## src/rtl/puf_pkg.sv

```systemverilog
// Shared widths, FSM state encoding and payload types for the arbiter-PUF challenge controller.
package puf_pkg;

    localparam int unsigned PUF_OPW  = 32;
    localparam int unsigned PUF_CFGW = 125;

    typedef enum logic [2:0] {
        IDLE   = 3'd0,
        CLEAR  = 3'd1,
        LAUNCH = 3'd2,
        VOTE   = 3'd3,
        RESP   = 3'd4
    } puf_state_e;

    typedef struct packed {
        logic [PUF_OPW-1:0] a;
        logic [PUF_OPW-1:0] b;
    } puf_op_t;

    // A bit votes 1 when strictly more than half of the samples were 1.
    function automatic int unsigned maj_threshold(input int unsigned num_samples);
        return num_samples / 2;
    endfunction

endpackage

```

## src/rtl/puf_vote_acc.sv

```systemverilog
// Per-bit sample counters with registered majority and instability vectors.
module puf_vote_acc
    import puf_pkg::*;
#(
    parameter int unsigned NUM_SAMPLES = 7,
    parameter int unsigned CNT_W       = $clog2(NUM_SAMPLES + 1)
) (
    input  logic               clk,
    input  logic               rst_n,
    input  logic               clear_i,
    input  logic               sample_en_i,
    input  logic [PUF_OPW-1:0] sample_i,
    input  logic               vote_en_i,
    output logic [PUF_OPW-1:0] maj_o,
    output logic [PUF_OPW-1:0] unstable_o
);

    logic [CNT_W-1:0]   cnt_q [PUF_OPW];
    logic [CNT_W-1:0]   cnt_d [PUF_OPW];
    logic [PUF_OPW-1:0] maj_q, maj_d;
    logic [PUF_OPW-1:0] unst_q, unst_d;

    always_comb begin
        maj_d  = maj_q;
        unst_d = unst_q;
        for (int i = 0; i < int'(PUF_OPW); i++) begin
            cnt_d[i] = cnt_q[i];
            if (clear_i) begin
                cnt_d[i] = '0;
            end else if (sample_en_i) begin
                cnt_d[i] = cnt_q[i] + CNT_W'(sample_i[i]);
            end
            if (vote_en_i) begin
                maj_d[i]  = (cnt_q[i] > CNT_W'(maj_threshold(NUM_SAMPLES)));
                unst_d[i] = (cnt_q[i] != '0) && (cnt_q[i] != CNT_W'(NUM_SAMPLES));
            end
        end
    end

    always_ff @(posedge clk or negedge rst_n) begin
        if (!rst_n) begin
            for (int i = 0; i < int'(PUF_OPW); i++) begin
                cnt_q[i] <= '0;
            end
            maj_q  <= '0;
            unst_q <= '0;
        end else begin
            for (int i = 0; i < int'(PUF_OPW); i++) begin
                cnt_q[i] <= cnt_d[i];
            end
            maj_q  <= maj_d;
            unst_q <= unst_d;
        end
    end

    assign maj_o      = maj_q;
    assign unstable_o = unst_q;

endmodule

```

## src/rtl/puf_challenge_ctrl.sv

```systemverilog
// Challenge sequencer for the dual-adder arbiter PUF: repeated zero->challenge
// excitations, synchronized sampling of the arbiter output and majority voting.
module puf_challenge_ctrl
    import puf_pkg::*;
#(
    parameter int unsigned SETTLE_CYCLES = 4,
    parameter int unsigned NUM_SAMPLES   = 7,
    parameter int unsigned CNT_W         = $clog2(NUM_SAMPLES + 1)
) (
    input  logic                clk,
    input  logic                rst_n,
    input  logic                cmd_valid,
    output logic                cmd_ready,
    input  logic [PUF_OPW-1:0]  cmd_a,
    input  logic [PUF_OPW-1:0]  cmd_b,
    input  logic [PUF_CFGW-1:0] cmd_config1,
    input  logic [PUF_CFGW-1:0] cmd_config2,
    output logic [PUF_OPW-1:0]  puf_a,
    output logic [PUF_OPW-1:0]  puf_b,
    output logic [PUF_CFGW-1:0] puf_config1,
    output logic [PUF_CFGW-1:0] puf_config2,
    input  logic [PUF_OPW-1:0]  puf_c,
    output logic                rsp_valid,
    input  logic                rsp_ready,
    output logic [PUF_OPW-1:0]  rsp_data,
    output logic [PUF_OPW-1:0]  rsp_unstable
);

    localparam int unsigned SET_W = $clog2(SETTLE_CYCLES);
    localparam int unsigned SMP_W = 8;

    puf_state_e          state_q, state_d;
    logic [SET_W-1:0]    settle_q, settle_d;
    logic [SMP_W-1:0]    smp_q, smp_d;
    puf_op_t             op_q, op_d;
    logic [PUF_CFGW-1:0] cfg1_q, cfg1_d;
    logic [PUF_CFGW-1:0] cfg2_q, cfg2_d;
    logic [PUF_OPW-1:0]  puf_a_q, puf_a_d;
    logic [PUF_OPW-1:0]  puf_b_q, puf_b_d;
    logic                cmd_ready_q, cmd_ready_d;
    logic                rsp_valid_q, rsp_valid_d;
    logic [PUF_OPW-1:0]  sync1_q, sync2_q;
    logic                acc_clear_c, sample_en_c, vote_en_c;
    logic                settle_last_c;

    assign settle_last_c = (settle_q == SET_W'(SETTLE_CYCLES - 1));

    // Next-state and registered-output computation.
    always_comb begin
        state_d     = state_q;
        settle_d    = settle_q;
        smp_d       = smp_q;
        op_d        = op_q;
        cfg1_d      = cfg1_q;
        cfg2_d      = cfg2_q;
        acc_clear_c = 1'b0;
        sample_en_c = 1'b0;
        vote_en_c   = 1'b0;

        case (state_q)
            IDLE: begin
                if (cmd_valid && cmd_ready_q) begin
                    op_d.a      = cmd_a;
                    op_d.b      = cmd_b;
                    cfg1_d      = cmd_config1;
                    cfg2_d      = cmd_config2;
                    acc_clear_c = 1'b1;
                    smp_d       = '0;
                    settle_d    = '0;
                    state_d     = CLEAR;
                end
            end
            CLEAR: begin
                if (settle_last_c) begin
                    settle_d = '0;
                    state_d  = LAUNCH;
                end else begin
                    settle_d = settle_q + SET_W'(1);
                end
            end
            LAUNCH: begin
                if (settle_last_c) begin
                    settle_d    = '0;
                    sample_en_c = 1'b1;
                    smp_d       = smp_q + SMP_W'(1);
                    state_d     = (smp_d < SMP_W'(NUM_SAMPLES)) ? CLEAR : VOTE;
                end else begin
                    settle_d = settle_q + SET_W'(1);
                end
            end
            VOTE: begin
                vote_en_c = 1'b1;
                state_d   = RESP;
            end
            RESP: begin
                if (rsp_ready) begin
                    state_d = IDLE;
                end
            end
            default: begin
                state_d = IDLE;
            end
        endcase

        // Operands are only driven while the next cycle is a launch cycle.
        puf_a_d     = (state_d == LAUNCH) ? op_q.a : '0;
        puf_b_d     = (state_d == LAUNCH) ? op_q.b : '0;
        cmd_ready_d = (state_d == IDLE);
        rsp_valid_d = (state_d == RESP);
    end

    always_ff @(posedge clk or negedge rst_n) begin
        if (!rst_n) begin
            state_q     <= IDLE;
            settle_q    <= '0;
            smp_q       <= '0;
            op_q        <= '0;
            cfg1_q      <= '0;
            cfg2_q      <= '0;
            puf_a_q     <= '0;
            puf_b_q     <= '0;
            cmd_ready_q <= 1'b1;
            rsp_valid_q <= 1'b0;
            sync1_q     <= '0;
            sync2_q     <= '0;
        end else begin
            state_q     <= state_d;
            settle_q    <= settle_d;
            smp_q       <= smp_d;
            op_q        <= op_d;
            cfg1_q      <= cfg1_d;
            cfg2_q      <= cfg2_d;
            puf_a_q     <= puf_a_d;
            puf_b_q     <= puf_b_d;
            cmd_ready_q <= cmd_ready_d;
            rsp_valid_q <= rsp_valid_d;
            sync1_q     <= puf_c;
            sync2_q     <= sync1_q;
        end
    end

    puf_vote_acc #(
        .NUM_SAMPLES (NUM_SAMPLES),
        .CNT_W       (CNT_W)
    ) u_vote_acc (
        .clk         (clk),
        .rst_n       (rst_n),
        .clear_i     (acc_clear_c),
        .sample_en_i (sample_en_c),
        .sample_i    (sync2_q),
        .vote_en_i   (vote_en_c),
        .maj_o       (rsp_data),
        .unstable_o  (rsp_unstable)
    );

    assign cmd_ready   = cmd_ready_q;
    assign rsp_valid   = rsp_valid_q;
    assign puf_a       = puf_a_q;
    assign puf_b       = puf_b_q;
    assign puf_config1 = cfg1_q;
    assign puf_config2 = cfg2_q;

endmodule

```

## config.mk

```make
export PLATFORM = sky130hd
export DESIGN_NAME = puf_challenge_ctrl
export DESIGN_NICKNAME = d
export VERILOG_FILES = /design/src/rtl/puf_pkg.sv /design/src/rtl/puf_vote_acc.sv /design/src/rtl/puf_challenge_ctrl.sv
export SDC_FILE = /design/constraint.sdc
export NUM_CORES = 1
export LEC_CHECK = 0
export CAP_MARGIN = 25
export CORE_ASPECT_RATIO = 0.6
export CORE_UTILIZATION = 36
export CTS_CLUSTER_SIZE = 40
export DETAILED_ROUTE_END_ITERATION = 8
export HOLD_SLACK_MARGIN = 0.08
export MAX_ROUTING_LAYER = met4
export PLACE_DENSITY = 0.67
export SLEW_MARGIN = 0
export SYNTH_ARGS = -nofsm -noshare
export SYNTH_HDL_FRONTEND = slang
export SYNTH_SLANG_ARGS = --single-unit
```

## constraint.sdc

```tcl
create_clock -name clk -period 1.9 [get_ports clk]
set_input_delay 0.38 -clock clk [delete_from_list [all_inputs] [get_ports clk]]
set_output_delay 0.38 -clock clk [all_outputs]
set_load 0.005 [all_outputs]
```

==> results.sh, run 1 <==
export IMPL_hold_path_class="primary input to flop"
export IMPL_outcome="finished with violations"
export IMPL_rr_startpoint="cmd_ready"
export IMPL_routabilityCongestion=0.927
export IMPL_yosys_cell_count_top_type="dfrtp_1"
export IMPL_finalMaxSlewViolations=0
export IMPL_peakVddDrop_v=0.000857
export IMPL_fin_ws_ns=-0.114
export IMPL_synth_seq_area_share=0.642
export IMPL_area_share_of_the_largest_cell_type_after_synthesis=0.641
export IMPL_clk_pin_slew_ns=0.07
export IMPL_drt_first_iter_violations=1067
export IMPL_ioPinCount=730
export IMPL_timing_critical_path_required_ns=2.41
export IMPL_std_cell_rows=72
export IMPL_tritoncts="done"
export IMPL_synth_fp_nets=2191
export IMPL_floorplan_core_area_um2=65200
export IMPL_critical_path_peak_fanout=8
export IMPL_rsz0062_at_grt="true"
export IMPL_finalNetCount=3114
export IMPL_post_synth_num_cell_types=44
export IMPL_wl_per_cell_um=23.9
export IMPL_worst_setup_path_type="flop to flop"
export IMPL_ys_top_cells_by_area="dfrtp_1 64%, mux2_2 16%, ha_1 3.5%, nand2_1 3.2%, a31oi_1 1.7%"
export IMPL_final_hold_viol_count=0
export IMPL_pwr_share_seq=0.363
export IMPL_die_h_um=202
export IMPL_routed_via_density=5.04
export IMPL_postLayoutCoreUtil=0.596
export IMPL_ant_nets=0
export IMPL_first_pass_grt_wire_length_um=123000
export IMPL_dp_hpwl_um=59300
export IMPL_initial_utilization=0.369
export IMPL_synth_largest_area_cell="dfrtp_1"
export IMPL_cts_inserted_buffers=58
export IMPL_power_share_switching=0.318
export IMPL_clkSinkCount=617
export IMPL_crit_start_category="flop"
export IMPL_shortest_period_the_worst_path_allows_ns=2.01
export IMPL_detailroute_via_count=18342
export IMPL_netlist_area_um2=24000
export IMPL_switching_power_w=0.0184
export IMPL_ys_seq_elements=617
export IMPL_power_static_leakage_nw=18.6
export IMPL_worst_skew_pair_late_latency_ns=0.62
export IMPL_worst_setup_path_endpoint="puf_config2[16]"
export IMPL_synth_edf_count=0
export IMPL_ys_warn_count=0
export IMPL_globalRoute_totalOverflow=0
export IMPL_grt_pass1_vias=18963
export IMPL_grt_start_max_net_pins=59
export IMPL_count_of_buffers_inserted_at_the_top_level_ports=729
export IMPL_cell_internal_power_w=0.0394
export IMPL_share_of_final_layout_standard_cells_stronger_than_drive_strength_1=0.284
export IMPL_launch_point_of_the_worst_path="cmd_ready"
export IMPL_finalSetupViolCount=264
export IMPL_fp_dieArea_um2=67800
export IMPL_power_share_combinational=0.424
export IMPL_synth_commonest_cells="616 x dfrtp_1, 347 x mux2_2, 205 x nand2_1"
export IMPL_number_of_antenna_violations_at_the_first_check_in_global_routing=22
export IMPL_ctsHtreeMaxLevel=2
export IMPL_timing_critical_path_to_type="flop"
export IMPL_pwr_share_clk=0.214
export IMPL_first_pass_iters=5
export IMPL_placed_cell_area_um2=33600
export IMPL_clock_skew_final_ns=0.0169
export IMPL_clock_tree_root_cell="clkbuf_16"
export IMPL_timing_max_slew_rel_slack=0.700
export IMPL_reg2reg_setup_slack_ns=-0.11
export IMPL_postSynthCellCount=1774
export IMPL_timing_max_cap_violations=0
export IMPL_crit_arrival_ns=2.53
export IMPL_grt_util_all_layers=0.251
export IMPL_syn_area_per_cell_um2=13.6
export IMPL_worst_pin_slew_ns=0.450
export IMPL_finalInstanceArea_um2=38900
export IMPL_worst_r2r_endpoint="puf_config2[16]"
export IMPL_failing_checks="negative setup slack"
export IMPL_asyncSetResetFlopFracSynth=1.00
export IMPL_layout_area_growth_over_synthesis_pct=61.8
export IMPL_synth_main_ff_cell="dfrtp_1"
export IMPL_die_width_um=336
export IMPL_fmax_mhz=497
export IMPL_cts_max_path_buffers=3
export IMPL_detail_route_wirelength_um=87000
export IMPL_power_density_cell_area_nw_per_um2=1480
export IMPL_reg2regPathDepth=8
export IMPL_layout_worst_path_cycle_share=1.06
export IMPL_drcViolationCount=0
[critical path, cell delays in order (launching register included)]
cell	delay, ns
dfstp_2	0.54
buf_6	0.10
nand2_4	0.05
nor4_4	0.19
buf_6	0.24
buf_12	0.20
buf_12	0.13
clkbuf_16	0.14
mux2_4	0.30
[cells by family (layout without fill, tap and decap cells)]
group,after synthesis,after routing,share of synthesized area
buf+inv,118,1089,0.0245
other cells,0,8,0
xor+xnor,34,34,0.0124
compound gates,194,195,0.0492
simple gates,397,397,0.0742
mux,347,347,0.163
fa+ha+maj,67,67,0.0349
flops,617,617,0.642
[worst min-delay path by stage]
stage	start	endpoint	depth (start not counted)
final	puf_c[12]	sync1_q[12]	1
after global routing	puf_c[3]	sync1_q[3]	1
after CTS	puf_c[12]	sync1_q[12]	1
after detailed placement	rst_n	puf_config1[86]	1
after global placement	rst_n	puf_config1[85]	1
after floorplan	rst_n	op_q[0]	0
[cell type report]
class / instances / area (um^2)
timing repair buffer: 978 / 10700
sequential: 617 / 15500
antenna: 8 / 20.0
fill: 5015 / 26300
inverter: 2 / 7.51
clock buffer: 87 / 1750
tap: 888 / 1110
clock inverter: 22 / 273
multi-input combinational: 1040 / 9620
[cells in the final DEF (no fill, tap or decap), types with 28 or more instances in the layout]
cell type | Yosys | layout
nor3_1 | 34 | 33
buf_6 | 0 | 28
buf_8 | 0 | 29
a21oi_1 | 69 | 68
buf_12 | 0 | 56
dlymetal6s2s_1 | 0 | 67
clkdlybuf4s50_1 | 0 | 383
dlygate4sd2_1 | 0 | 277
nand2_1 | 205 | 204
mux2_4 | 0 | 185
o31ai_1 | 34 | 34
ha_1 | 67 | 64
nor2_1 | 37 | 37
nand3_1 | 71 | 65
a31oi_4 | 0 | 46
clkbuf_16 | 0 | 73
xor2_1 | 32 | 32
and3_1 | 33 | 32
buf_4 | 22 | 103
mux2_2 | 347 | 162
dfrtp_1 | 616 | 607
[per-stage QoR]
step / hold WS (ns) / cells / power [W] / setup TNS [ns] / setup slack (ns)
floorplan: 0.0844 / 1774 / 0.0290 / 0 / 0.00816
global placement: 0.334 / 3424 / 0.0409 / -178.57 / -0.503
detailed placement: 0.327 / 3424 / 0.0416 / -188.87 / -0.548
CTS: 0.143 / 3593 / 0.0553 / -20.97 / -0.161
global route: 0.155 / 3641 / 0.0605 / -35.39 / -0.179
finish: 0.192 / 3642 / 0.0577 / -12.68 / -0.114
[power by group through the flow]
stage | Sequential (W) | Clock (W) | Combinational (W)
6_report | 0.0210 | 0.0123 | 0.0245
5_1_grt | 0.0215 | 0.0132 | 0.0259
4_1_cts | 0.0208 | 0.0126 | 0.0219
3_5_place_dp | 0.0210 | 0 | 0.0206
3_3_place_gp | 0.0208 | 0 | 0.0201
2_1_floorplan | 0.0205 | 0 | 0.00846
[timing repair]
action / CTS / global route
endpoints found under the hold margin: 435 / 0
pin swaps: 9 / 13
buffers inserted: 38 / 37
cloned: 24 / 15
hold buffers: 1 / 0
gates resized for setup: 476 / 294
endpoints found under the setup margin: 678 / 506
[routing by layer]
metal,GRT usage,wire length [um],up-vias
met5,-,0,-
met4,0.0643,2070,0
met3,0.0540,5690,139
met2,0.406,43100,617
met1,0.320,36100,9468
li1,-,-,8118
[state kept, by name (all words and copies together) (netlist names), 2 cells and up]
name,count
u_vote_acc.cnt_q,96
smp_q,8
u_vote_acc.unstable_o,32
puf_config1,125
state_q,3
puf_b,32
op_q,64
settle_q,2
u_vote_acc.maj_o,32
sync2_q,32
puf_config2,125
puf_a,32
sync1_q,32
Power figures use the tool's default switching activity.
==> inputs of run 2 (changes only) <==
SKIP_LAST_GASP = 1   (was default)
==> run 2 against run 1 <==
- the flow still finishes with violations (negative setup slack)
- final area rose by 0.54%
- utilization grew 0.32 points
- sequential share of layout area fell by 0.21 points
- first-iteration DRC count rose by 0.47%
- die area unchanged
- setup slack got worse by 0.039 ns
- critical path depth stayed put
- combinational power up 2%
- critical endpoint is now puf_config1[64]
- largest power group unchanged
==> results.sh, run 2 (same netlist as run 1, synthesis figures left out) <==
export IMPL_globalRoute_totalOverflow=0
export IMPL_dp_slack_ns=-0.548
export IMPL_final_hold_viol_count=0
export IMPL_drcViolationCount=0
export IMPL_routed_via_density=5.06
export IMPL_postLayoutCoreUtil=0.599
export IMPL_shortest_period_the_worst_path_allows_ns=2.05
export IMPL_ctsHtreeMaxLevel=2
export IMPL_post_place_cells=3424
export IMPL_final_cell_mix="607 x dfrtp_1, 436 x clkdlybuf4s50_1, 277 x dlygate4sd2_1, 204 x nand2_1, 191 x mux2_4"
export IMPL_power_share_switching=0.319
export IMPL_layout_area_growth_over_synthesis_pct=62.6
export IMPL_worst_setup_path_type="flop to flop"
export IMPL_grt_util_all_layers=0.249
export IMPL_crit_start_category="flop"
export IMPL_power_density_cell_area_nw_per_um2=1490
export IMPL_clock_skew_final_ns=0.0238
export IMPL_failing_checks="negative setup slack"
export IMPL_worst_pin_slew_ns=0.449
export IMPL_initial_utilization=0.369
export IMPL_clock_tree_root_cell="clkbuf_16"
export IMPL_tritoncts="done"
export IMPL_timing_max_cap_violations=0
export IMPL_finalInstanceArea_um2=39100
export IMPL_clkSinkCount=617
export IMPL_die_width_um=336
export IMPL_wl_per_cell_um=24.2
export IMPL_placed_cell_area_um2=33600
export IMPL_first_pass_iters=5
export IMPL_routabilityCongestion=0.927
export IMPL_pwr_share_seq=0.359
export IMPL_fp_dieArea_um2=67800
export IMPL_rsz0062_at_grt="true"
export IMPL_pwr_share_clk=0.212
export IMPL_critical_path_peak_fanout=8
export IMPL_finalNetCount=3125
export IMPL_drt_first_iter_violations=1072
export IMPL_hold_path_cell_count=1
export IMPL_fillCellCount=4987
export IMPL_share_of_final_layout_standard_cells_stronger_than_drive_strength_1=0.288
export IMPL_cts_inserted_buffers=58
export IMPL_grt_pass1_vias=18942
export IMPL_fmax_mhz=487
export IMPL_switching_power_w=0.0186
export IMPL_ant_nets=0
export IMPL_grt_start_max_net_pins=59
export IMPL_setup_tns_ns=-19.46
export IMPL_first_pass_grt_wire_length_um=123000
export IMPL_power_static_leakage_nw=18.1
export IMPL_floorplan_core_area_um2=65200
export IMPL_worst_skew_pair_late_latency_ns=0.62
export IMPL_reg2regPathDepth=8
export IMPL_fin_ws_ns=-0.153
export IMPL_power_share_combinational=0.429
export IMPL_ioPinCount=730
export IMPL_dp_hpwl_um=59300
export IMPL_detailroute_via_count=18512
export IMPL_count_of_buffers_inserted_at_the_top_level_ports=729
export IMPL_peakVddDrop_v=0.000865
export IMPL_holdPathEnd="sync1_q[12]"
export IMPL_detail_route_wirelength_um=88500
export IMPL_cts_max_path_buffers=3
export IMPL_launch_point_of_the_worst_hold_path="puf_c[12]"
export IMPL_die_h_um=202
export IMPL_layout_worst_path_cycle_share=1.08
export IMPL_number_of_antenna_violations_at_the_first_check_in_global_routing=23
export IMPL_reg2reg_setup_slack_ns=-0.15
export IMPL_crit_arrival_ns=2.56
export IMPL_std_cell_rows=72
export IMPL_clk_pin_slew_ns=0.07
export IMPL_rr_startpoint="cmd_ready"
export IMPL_hold_path_class="primary input to flop"
export IMPL_finalNonFillerCells=3655
export IMPL_timing_critical_path_required_ns=2.41
export IMPL_worst_r2r_endpoint="puf_config1[64]"
export IMPL_outcome="finished with violations"
export IMPL_layout_commonest_cell="dfrtp_1"
export IMPL_finalMaxSlewViolations=0
export IMPL_finalSetupViolCount=305
export IMPL_cell_internal_power_w=0.0398
export IMPL_timing_max_slew_rel_slack=0.701
export IMPL_timing_critical_path_to_type="flop"
## run 2: critical path, cell delays in order, from the launching register on
cell and delay [ns]:
dfstp_2 0.54, buf_6 0.10, nand2_4 0.05, nor4_4 0.22, buf_6 0.24, buf_12 0.20, buf_12 0.13, clkbuf_16 0.14
mux2_4 0.30
## run 2: layout make-up
cell class                 count  area [um^2]  share of cell area
clock inverter                22          273             0.00698
timing repair buffer         989        10800               0.276
clock buffer                  87         1750              0.0448
sequential                   617        15500               0.395
tap                          888         1110              0.0284
antenna                       10         25.0            0.000640
multi-input combinational   1040         9670               0.247
inverter                       2         7.51            0.000192
## run 2: routing by layer
metal	up-vias	wire (um)	global-route usage
li1	8146	-	-
met1	9596	37300	0.319
met2	627	43800	0.405
met3	143	5520	0.0528
met4	0	1880	0.0589
met5	-	0	-
## run 2: repair_timing
action | in CTS | in global routing
hold endpoints to repair | 435 | 0
pin swaps | 9 | 11
gates resized for setup | 405 | 343
setup buffers | 38 | 43
setup endpoints to repair | 678 | 507
hold buffers | 1 | 0
gates cloned | 24 | 21
## run 2: power groups by stage
stage                     clock (W)  sequential (W)  combinational [W]
after floorplan                   0          0.0205            0.00846
after global placement            0          0.0208             0.0201
after detailed placement          0          0.0210             0.0206
after CTS                    0.0126          0.0207             0.0214
after global routing         0.0132          0.0215             0.0265
final                        0.0124          0.0210             0.0251
## run 2: stage by stage
stage	power (W)	hold slack [ns]
6_report	0.0584	0.193
5_1_grt	0.0612	0.155
4_1_cts	0.0547	0.143
3_5_place_dp	0.0416	0.327
3_3_place_gp	0.0409	0.334
2_1_floorplan	0.0290	0.0844
## run 2: worst max path at each step
stage	end	start	depth (start not counted)
3_5_place_dp	puf_config1[49]	cmd_valid	7
5_1_grt	puf_config1[64]	cmd_ready	8
4_1_cts	cmd_ready	cmd_ready	2
2_1_floorplan	puf_a[23]	settle_q[1]	8
6_report	puf_config1[64]	cmd_ready	8
3_3_place_gp	puf_config2[20]	cmd_valid	7
==> inputs of run 3 (changes only) <==
--- a/config.mk
+++ b/config.mk
@@ -12,3 +12,2 @@
 export DETAILED_ROUTE_END_ITERATION = 8
-export HOLD_SLACK_MARGIN = 0.08
 export MAX_ROUTING_LAYER = met4
@@ -16,3 +15,2 @@
 export SKIP_LAST_GASP = 1
-export SLEW_MARGIN = 0
 export SYNTH_ARGS = -nofsm -noshare
--- a/constraint.sdc
+++ b/constraint.sdc
@@ -3,2 +3,2 @@
 set_output_delay 0.38 -clock clk [all_outputs]
-set_load 0.005 [all_outputs]
+set_load 0.05 [all_outputs]
==> run 3 against run 2 <==
- the flow still finishes with violations (negative setup slack)
- clock-buffer cell count is 7 lower
- utilization shrank 4.8 points
- setup slack better by 0.087 ns
- largest cell class unchanged
==> results.sh, run 3 (same netlist as run 1, synthesis figures left out) <==
export IMPL_shortest_period_the_worst_path_allows_ns=1.97
export IMPL_tritoncts="done"
export IMPL_count_of_buffers_inserted_at_the_top_level_ports=729
export IMPL_failing_checks="negative setup slack"
export IMPL_ioPinCount=730
export IMPL_hold_path_class="primary input to flop"
export IMPL_timing_max_cap_violations=0
export IMPL_globalRoute_totalOverflow=0
export IMPL_rsz0062_at_grt="true"
export IMPL_layout_area_growth_over_synthesis_pct=49.6
export IMPL_final_cell_mix="615 x dfrtp_1, 348 x clkdlybuf4s50_1, 346 x mux2_2, 327 x buf_4, 204 x nand2_1"
export IMPL_die_width_um=336
export IMPL_peakVddDrop_v=0.00144
export IMPL_dp_slack_ns=-0.515
export IMPL_first_pass_iters=5
export IMPL_path_delay_family="flip-flops"
export IMPL_rr_startpoint="cmd_ready"
export IMPL_worst_skew_pair_late_latency_ns=0.62
export IMPL_route_met2_wl_um=38600
export IMPL_clock_tree_root_cell="clkbuf_16"
export IMPL_routed_wl_met3_um=5380
export IMPL_drcViolationCount=0
export IMPL_timing_critical_path_buf_inv=3
export IMPL_fin_ws_ns=-0.0667
export IMPL_timing_max_slew_rel_slack=0.653
export IMPL_routed_top_layer="met4"
export IMPL_timing_critical_path_to_type="primary output"
export IMPL_met1_length_um=33800
export IMPL_std_cell_rows=72
export IMPL_worst_path_stages=3
export IMPL_drt_first_iter_violations=1011
export IMPL_finalMaxSlewViolations=0
export IMPL_crit_path_max_incr_delay_ns=0.62
export IMPL_clkSinkCount=617
export IMPL_cts_max_path_buffers=3
export IMPL_worst_r2r_endpoint="puf_b[14]"
export IMPL_grt_pass1_vias=18310
export IMPL_layout_commonest_cell="dfrtp_1"
export IMPL_finalSetupViolCount=260
export IMPL_grt_util_all_layers=0.231
export IMPL_fp_dieArea_um2=67800
export IMPL_grt_start_max_net_pins=94
export IMPL_detailroute_via_count=17659
export IMPL_ctsHtreeMaxLevel=2
export IMPL_clk_pin_slew_ns=0.06
export IMPL_dp_hpwl_um=57300
export IMPL_initial_utilization=0.369
export IMPL_layout_worst_path_cycle_share=1.04
export IMPL_cts_inserted_buffers=57
export IMPL_number_of_antenna_violations_at_the_first_check_in_global_routing=13
export IMPL_critical_path_peak_fanout=3
export IMPL_power_static_leakage_nw=16.3
export IMPL_detail_route_wirelength_um=79800
export IMPL_launch_point_of_the_worst_path="cmd_ready"
export IMPL_share_of_final_layout_standard_cells_stronger_than_drive_strength_1=0.359
export IMPL_floorplan_core_area_um2=65200
export IMPL_final_hold_viol_count=0
export IMPL_outcome="finished with violations"
export IMPL_routabilityCongestion=0.909
export IMPL_setup_tns_ns=-3.53
export IMPL_clock_skew_final_ns=0.0198
export IMPL_hold_path_cell_count=1
export IMPL_wl_per_cell_um=22.4
export IMPL_slowest_stage="dfstp_4"
export IMPL_worst_setup_path_type="flop to primary output"
export IMPL_reg2regPathDepth=6
export IMPL_final_worst_hold_slack_ns=0.197
export IMPL_ant_nets=0
export IMPL_postLayoutCoreUtil=0.552
export IMPL_multi_input_area_um2=8460
export IMPL_worst_pin_slew_ns=0.520
export IMPL_power_density_cell_area_nw_per_um2=1840
export IMPL_cp_cell_sequence="buf_4 > buf_6 > buf_12"
export IMPL_timing_critical_path_required_ns=1.52
export IMPL_die_h_um=202
export IMPL_crit_arrival_ns=1.59
export IMPL_power_total_w=0.0662
export IMPL_reg2reg_setup_slack_ns=-0.05
export IMPL_first_pass_grt_wire_length_um=114000
export IMPL_crit_start_category="flop"
export IMPL_routed_via_density=4.97
export IMPL_final_seq_area_um2=15400
export IMPL_fmax_mhz=508
export IMPL_finalNetCount=3027
export IMPL_fillCellCount=5422
export IMPL_worst_setup_path_endpoint="cmd_ready"
==> run 3: cell count changes in the layout (fill, tap and decap cells not counted), sizes merged, moves of 4 or more <==
cell | previous run | this run
clkinv | 11 | 15
dlygate4sd2 | 277 | 17
buf | 241 | 396
clkdlybuf4s15 | 0 | 113
clkdlybuf4s50 | 436 | 348
clkbuf | 107 | 97
dlymetal6s2s | 14 | 0
==> run 3: final cells by class <==
cell class,instances,area share
Inverter,2,0.000209
Multi-Input combinational cell,1040,0.235
Clock buffer,80,0.0454
Tap cell,888,0.0309
Timing Repair Buffer,892,0.250
Antenna cell,12,0.000835
Sequential cell,617,0.429
Clock inverter,25,0.00824
==> run 3: power breakdown <==
part	internal, W	leakage (nW)	total [W]	switching (W)
combinational	0.0125	7.65	0.0332	0.0207
clock	0.00681	0.959	0.0119	0.00513
sequential	0.0179	7.74	0.0210	0.00317
total	0.0371	16.3	0.0662	0.0290
==> run 3: routing by layer <==
layer	vias up	GRT usage
li1	7950	-
met5	-	-
met2	562	0.364
met1	9036	0.291
met4	0	0.0669
met3	111	0.0608
==> run 3: timing repair <==
item	4_1_cts	5_1_grt
setup endpoints to repair	515	483
pin swaps	3	9
cloned	4	20
gates resized for setup	333	55
setup buffers	8	6
hold endpoints to repair	20	0
hold buffers	1	0
==> run 3: through the flow <==
stage / area [um^2] / std cells
3_5_place_dp: 32800 / 3401
6_report: 36000 / 3556
2_1_floorplan: 24100 / 1774
4_1_cts: 35200 / 3519
3_3_place_gp: 32800 / 3401
5_1_grt: 36000 / 3556
==> run 3: worst min-delay path by stage <==
stage	from	endpoint	slack [ns]
floorplan	rst_n	op_q[0]	0.08
global placement	rst_n	u_vote_acc.cnt_q[25]	0.32
detailed placement	rst_n	u_vote_acc.cnt_q[26]	0.32
CTS	puf_c[17]	sync1_q[17]	0.15
global route	puf_c[17]	sync1_q[17]	0.15
finish	puf_c[19]	sync1_q[19]	0.20
